--- src/rtl/soc_system_led_sequencer_if.sv ---
// Avalon-MM slave bus bundle for the LED sequencer register file.
// Transfer rules: the bus has no wait states and no valid/ready pair.
// - A write is accepted on every rising clk edge where chipselect=1 and write_n=0.
// - readdata is a purely combinational function of address, so it is valid in the same cycle.
// - A read has no side effects.
interface soc_system_led_sequencer_if;
  logic [1:0]  address;
  logic        chipselect;
  logic        write_n;
  logic [31:0] writedata;
  logic [31:0] readdata;

  modport master (output address, output chipselect, output write_n,
                  output writedata, input readdata);
  modport slave  (input address, input chipselect, input write_n,
                  input writedata, output readdata);
endinterface

--- src/rtl/soc_system_led_sequencer.sv ---
// LED pattern sequencer with the modes static, blink, rotate and bounce.
// A programmable prescaler produces STEP events. The register file sits on an Avalon-MM slave.
module soc_system_led_sequencer #(
  parameter int WIDTH        = 12,
  parameter int PERIOD_W     = 24,
  parameter int RESET_PERIOD = 5000000
) (
  input  logic                        clk,
  input  logic                        reset_n,
  soc_system_led_sequencer_if.slave   bus,
  output logic [WIDTH-1:0]            out_port,
  output logic                        dbg_state_o
);

  typedef enum logic {S_IDLE = 1'b0, S_RUN = 1'b1} state_t;

  localparam logic [1:0] MODE_STATIC = 2'b00;
  localparam logic [1:0] MODE_BLINK  = 2'b01;
  localparam logic [1:0] MODE_ROTATE = 2'b10;
  localparam logic [1:0] MODE_BOUNCE = 2'b11;

  state_t              state_q, state_d;
  logic [2:0]          ctrl_q, ctrl_d;
  logic [WIDTH-1:0]    pattern_q, pattern_d;
  logic [PERIOD_W-1:0] period_q, period_d;
  logic [15:0]         steps_q, steps_d;
  logic [PERIOD_W-1:0] presc_q, presc_d;
  logic [WIDTH-1:0]    cur_q, cur_d;
  logic                dir_q, dir_d;
  logic                phase_q, phase_d;
  logic [WIDTH-1:0]    out_q, out_d;

  logic                wr;
  logic                step;
  logic                reload;
  logic [PERIOD_W-1:0] period_m1;

  assign wr          = bus.chipselect && !bus.write_n;
  assign out_port    = out_q;
  assign dbg_state_o = (state_q == S_RUN);

  // A PERIOD value of 0 behaves like 1, so the terminal count is 0 in both cases.
  assign period_m1 = (period_q == '0) ? '0 : period_q - PERIOD_W'(1);
  assign step      = (state_q == S_RUN) && (presc_q == period_m1);

  // Register readback. The value depends only on address, and unused bits read as 0.
  always_comb begin
    bus.readdata = '0;
    unique case (bus.address)
      2'd0: bus.readdata[2:0]          = ctrl_q;
      2'd1: bus.readdata[WIDTH-1:0]    = pattern_q;
      2'd2: bus.readdata[PERIOD_W-1:0] = period_q;
      default: begin
        bus.readdata[31:16]      = steps_q;
        bus.readdata[4 +: WIDTH] = cur_q;
        bus.readdata[1]          = dir_q;
        bus.readdata[0]          = (state_q == S_RUN);
      end
    endcase
  end

  // Next-state logic. A bus write always beats a STEP in the same cycle, and that STEP is dropped.
  always_comb begin
    ctrl_d    = ctrl_q;
    pattern_d = pattern_q;
    period_d  = period_q;
    steps_d   = steps_q;
    presc_d   = presc_q;
    cur_d     = cur_q;
    dir_d     = dir_q;
    phase_d   = phase_q;

    if (wr && bus.address == 2'd0) ctrl_d    = bus.writedata[2:0];
    if (wr && bus.address == 2'd1) pattern_d = bus.writedata[WIDTH-1:0];
    if (wr && bus.address == 2'd2) period_d  = bus.writedata[PERIOD_W-1:0];

    state_d = (ctrl_d[0] && ctrl_d[2:1] != MODE_STATIC) ? S_RUN : S_IDLE;

    // Restart the sequence when the pattern or period changes, or when the mode changes while running.
    reload = wr && ((bus.address == 2'd1) || (bus.address == 2'd2) ||
                    ((bus.address == 2'd0) && (ctrl_d[2:1] != ctrl_q[2:1])));

    if (state_d == S_IDLE || state_q == S_IDLE || reload) begin
      cur_d   = pattern_d;
      presc_d = '0;
      dir_d   = 1'b0;
      phase_d = 1'b1;
    end else if (step) begin
      presc_d = '0;
      if (!wr) begin
        unique case (ctrl_q[2:1])
          MODE_BLINK:  phase_d = ~phase_q;
          MODE_ROTATE: cur_d   = {cur_q[WIDTH-2:0], cur_q[WIDTH-1]};
          MODE_BOUNCE: begin
            if (!dir_q) begin
              if (cur_q[WIDTH-1]) begin
                dir_d = 1'b1;
                cur_d = cur_q >> 1;
              end else begin
                cur_d = cur_q << 1;
              end
            end else begin
              if (cur_q[0]) begin
                dir_d = 1'b0;
                cur_d = cur_q << 1;
              end else begin
                cur_d = cur_q >> 1;
              end
            end
          end
          default: ;
        endcase
      end
    end else begin
      presc_d = presc_q + PERIOD_W'(1);
    end

    if (wr && bus.address == 2'd3) begin
      steps_d = '0;
    end else if (step && !wr && steps_q != 16'hFFFF) begin
      steps_d = steps_q + 16'd1;
    end

    // The LED output is computed from the next state, so it moves on the edge that ends the STEP cycle.
    out_d = (ctrl_d[2:1] == MODE_BLINK && !phase_d) ? '0 : cur_d;
  end

  // State register, with the FSM and registered LED output under asynchronous active-low reset.
  always_ff @(posedge clk or negedge reset_n) begin
    if (!reset_n) begin
      state_q   <= S_IDLE;
      ctrl_q    <= '0;
      pattern_q <= '0;
      period_q  <= PERIOD_W'(RESET_PERIOD);
      steps_q   <= '0;
      presc_q   <= '0;
      cur_q     <= '0;
      dir_q     <= 1'b0;
      phase_q   <= 1'b1;
      out_q     <= '0;
    end else begin
      state_q   <= state_d;
      ctrl_q    <= ctrl_d;
      pattern_q <= pattern_d;
      period_q  <= period_d;
      steps_q   <= steps_d;
      presc_q   <= presc_d;
      cur_q     <= cur_d;
      dir_q     <= dir_d;
      phase_q   <= phase_d;
      out_q     <= out_d;
    end
  end

endmodule
--- src/flat_wrapper.sv ---
// flat-port wrapper written by rule: the top's interface ports become plain ports
module soc_system_led_sequencer_flat 
#(
  parameter int WIDTH        = 12,
  parameter int PERIOD_W     = 24,
  parameter int RESET_PERIOD = 5000000
)
  (clk, reset_n, out_port, dbg_state_o, bus_address, bus_chipselect, bus_write_n, bus_writedata, bus_readdata);
  soc_system_led_sequencer_if bus_i ();
  input  logic clk;
  input  logic reset_n;
  output logic [WIDTH-1:0] out_port;
  output logic dbg_state_o;
  input wire logic [$bits(bus_i.address)-1:0] bus_address;
  input wire logic [$bits(bus_i.chipselect)-1:0] bus_chipselect;
  input wire logic [$bits(bus_i.write_n)-1:0] bus_write_n;
  input wire logic [$bits(bus_i.writedata)-1:0] bus_writedata;
  output wire logic [$bits(bus_i.readdata)-1:0] bus_readdata;
  assign bus_i.address = bus_address;
  assign bus_i.chipselect = bus_chipselect;
  assign bus_i.write_n = bus_write_n;
  assign bus_i.writedata = bus_writedata;
  assign bus_readdata = bus_i.readdata;
  soc_system_led_sequencer #(.WIDTH(WIDTH), .PERIOD_W(PERIOD_W), .RESET_PERIOD(RESET_PERIOD)) u_core (.clk(clk), .reset_n(reset_n), .bus(bus_i), .out_port(out_port), .dbg_state_o(dbg_state_o));
endmodule
--- config.mk ---
export PLATFORM = sky130hd
export DESIGN_NAME = soc_system_led_sequencer_flat
export DESIGN_NICKNAME = d
export VERILOG_FILES = /design/src/rtl/soc_system_led_sequencer_if.sv /design/src/rtl/soc_system_led_sequencer.sv /design/src/flat_wrapper.sv
export SDC_FILE = /design/constraint.sdc
export NUM_CORES = 1
export LEC_CHECK = 0
export BUFFER_PORTS_ARGS = -buffer_cell sky130_fd_sc_hd__buf_2
export CAP_MARGIN = 20
export CORE_MARGIN = 4
export CORE_UTILIZATION = 40
export DETAILED_ROUTE_END_ITERATION = 6
export PLACE_DENSITY = 0.55
export SETUP_SLACK_MARGIN = 0.02
export SYNTH_ARGS = -nofsm -noshare
export SYNTH_HDL_FRONTEND = slang
export SYNTH_SLANG_ARGS = --single-unit
export TNS_END_PERCENT = 1
--- constraint.sdc ---
create_clock -name clk -period 6.1 [get_ports clk]
set_clock_uncertainty 0.1 [all_clocks]
set_input_delay 1.525 -clock clk [delete_from_list [all_inputs] [get_ports clk]]
set_output_delay 1.525 -clock clk [all_outputs]
set_load 0.01 [all_outputs]
==> run metrics <==
outcome completed; CP Launch Type flop; min cycle time layout 4740 ps; WP data arrival around 4900 ps; port bufs 74; Clock Tree Buf Depth 2; CP max FO 16; Min Hold Slack roughly 430 ps; Sw Share between 30 and 40%; # setup viols final 0; HP Class reg2reg; crit path kind reg2reg; Detail Placement HPWL roughly 15000 microns; TritonCTS Buffers 9; synthesized flop and latch total about 110; Vias per Instance ~5.8; grt met1 use between 20% and 30%; largest net degree at the start of global routing 70; Routed WL around 20000 microns; ANT nets after route 0; combinational power share around 27%; first-pass GRT wire length 32700 microns; cell repeated most along the worst path nand4_1; Ant. Diodes 0; Max Fclk about 210 MHz; Crit. End Element flop; Pleak about 3.3 nW; Clk pwr share around 28%; Power Dens Cells approximately 280 nW/um^2; CTS Sinks 106; number of fill cells around 1700; CTS tree yes; Syn Nets 822; slowest stage delay, CP 710 ps; vias in the first global route 6071; Slew Limit Fails 0; via count approximately 6000; grt total ovfl 0; Netlist cell types between 70 and 80; cts repair resizes 0; reg2reg setup slack roughly 1400 ps; Nets between 800 and 900; Area contributors post-synth dfrtp_1 (34%), mux2_2 (7.9%), nor2_1 (5.0%), nand2_1 (3.4%), dfstp_2 (3.3%); die width approximately 140 microns; slew margin rel. 38.2%; Reg clk slew, reported paths about 80 ps; fraction of layout cells with a size suffix above 1 approximately a quarter; FF+latch area 2660 sq um; Synth Cell Area approximately 7100 sq um; GRT Resource Usage Total approximately a fifth; core area 17400 sq um; Synthesis Warnings 0; P_int 1.38 mW; clk root buf clkbuf_16; DRC viols 0; placement row count 48; unrepaired setup endpoints after global routing no; gr busiest metal met2; maximum VDD drop 0.146 mV; Post-CTS Hold Buffers 0; H-tree levels 3; syn_area_per_cell between 9 and 10 sq um; max-cap viol count 0; final hold vios 0; setup tns final 0 ps; Synth top area share 34.2%; RD Place Congestion 0.910; DRT Pass-1 Iters 5; Die Y around 140 microns; Data required, critical path roughly 6300 ps; initial core utilization around two fifths; number of synthesized flops with an enable pin 0; Multi-input gate area between 4000 and 5000 sq um; Worst-Margin Slew between 900 and 1000 ps; Seq/Total Area, Yosys approximately 38%; Syn Inst Count just under 800; P&R area growth vs syn 11.3%; dominant cell type by area after synthesis dfrtp_1; clk_lat worst skew around 360 ps; Final Cycle Share 77.8%; switching power between 700 and 800 uW; DRT iter0 DRCs 380; crit path max-delay cell type nor4_4; ys async rst share between 90% and 100%; sequential share of power 45.6%; Synth top cells by count dfrtp_1 (97), nor2_1 (94), nand2_1 (65); initial antenna violation count 0; I/O Pins slightly above 80; die area between 15000 and 20000 sq um; met2 usage between 30% and 40%; routed len/inst 19.0 microns; cell with the most instances after synthesis dfrtp_1; Post-CTS Setup Inserts 0; crit-path cells inv_1 > ha_1 > nor4b_2 > nand4_1 > o21a_1 > or3_1 > a2111oi_0 > nand4_1 > buf_4 > nor4_4 > mux2_2 > nor3_2; M3 GR Usage between 3 and 4%; Most used DFF post-synth dfrtp_1
sequential cells by signal (all words and copies together) (netlist names):
| signal | cells |
|---|---|
| u_core.presc_q | 24 |
| u_core.period_q | 24 |
| u_core.cur_q | 12 |
| u_core.dbg_state_o | 1 |
| u_core.out_port | 12 |
| u_core.phase_q | 1 |
| u_core.steps_q | 16 |
| u_core.ctrl_q | 3 |
| u_core.pattern_q | 12 |
| u_core.dir_q | 1 |
placed cells by master (no fill, tap or decap), types with 12 or more instances in the layout:
cell type,synthesis,final
buf_2,8,73
inv_1,16,16
nor3_1,17,17
xor2_1,20,20
nand2_1,65,65
nor2_1,94,94
nand3_1,24,24
nand4_1,18,18
xnor2_1,23,23
and3_1,20,20
a22o_1,12,12
mux2_2,50,50
a21oi_1,21,21
mux2i_1,14,14
and2_1,15,15
dfrtp_1,97,97
o21ai_0,22,22
per-layer routing:
| metal | wire length, microns | vias to the layer above |
|---|---|---|
| met5 | 0 | - |
| met1 | 9250 | 2984 |
| met4 | 428 | 0 |
| li1 | - | 2888 |
| met2 | 9370 | 166 |
| met3 | 852 | 29 |
kinds of logic (layout without fill, tap and decap cells):
| kind of cell | Yosys count | count (layout) | share of synthesized area [%] |
|---|---|---|---|
| simple gates | 346 | 346 | 26.9 |
| compound gates | 133 | 133 | 13.6 |
| flops | 106 | 106 | 37.5 |
| buf+inv | 73 | 118 | 4.33 |
| mux | 64 | 64 | 9.90 |
| xor+xnor | 46 | 46 | 6.26 |
| fa+ha+maj | 8 | 8 | 1.41 |
metrics by stage:
| step | area, sq um | std cells | setup slack (ps) | power, mW | utilization [%] |
|---|---|---|---|---|---|
| floorplan | 7100 | 776 | 1990 | 1.37 | - |
| global placement | 7590 | 1029 | 1370 | 1.57 | 43.7 |
| detailed placement | 7590 | 1029 | 1360 | 1.58 | 43.7 |
| CTS | 7890 | 1045 | 1350 | 2.19 | 45.5 |
| global route | 7910 | 1046 | 945 | 2.31 | 45.5 |
| finish | 7910 | 1046 | 1360 | 2.18 | 45.5 |
critical path: cells and delay by family (launching register included):
family,cells,cell delay (ps)
AND/OR/NAND/NOR,6,2250
flip-flops,1,500
multiplexers,1,440
AO/OA/AOI/OAI,2,740
adder cells (fa/ha/maj),1,280
buffers and inverters,2,350
power by group through the flow:
stage               clock (mW)  sequential [mW]  combinational (mW)
floorplan                    0            0.913               0.460
global placement             0            0.997               0.574
detailed placement           0            0.999               0.583
CTS                      0.614            0.986               0.588
global route             0.646             1.01               0.654
finish                   0.599            0.991               0.585
layout make-up:
type	instances	share of cell area [%]
Clock buffer	10	3.02
Sequential cell	106	33.7
Inverter	17	0.807
Multi-Input combinational cell	597	52.2
Timing Repair Buffer	85	5.86
Clock inverter	6	0.823
Tap cell	225	3.56
path summary, 6_finish.rpt:
kind,from,to,cells after the start
worst max register to register,u_core.period_q[0],u_core.out_port[1],12
min in group asynchronous,reset_n,u_core.presc_q[10],1
worst max-delay path,u_core.period_q[0],u_core.out_port[1],12
worst min register to register,u_core.ctrl_q[0],u_core.ctrl_q[0],1
max in group asynchronous,reset_n,u_core.period_q[11],2
worst min-delay path,u_core.ctrl_q[0],u_core.ctrl_q[0],1
(Power assumes the default switching activity.)
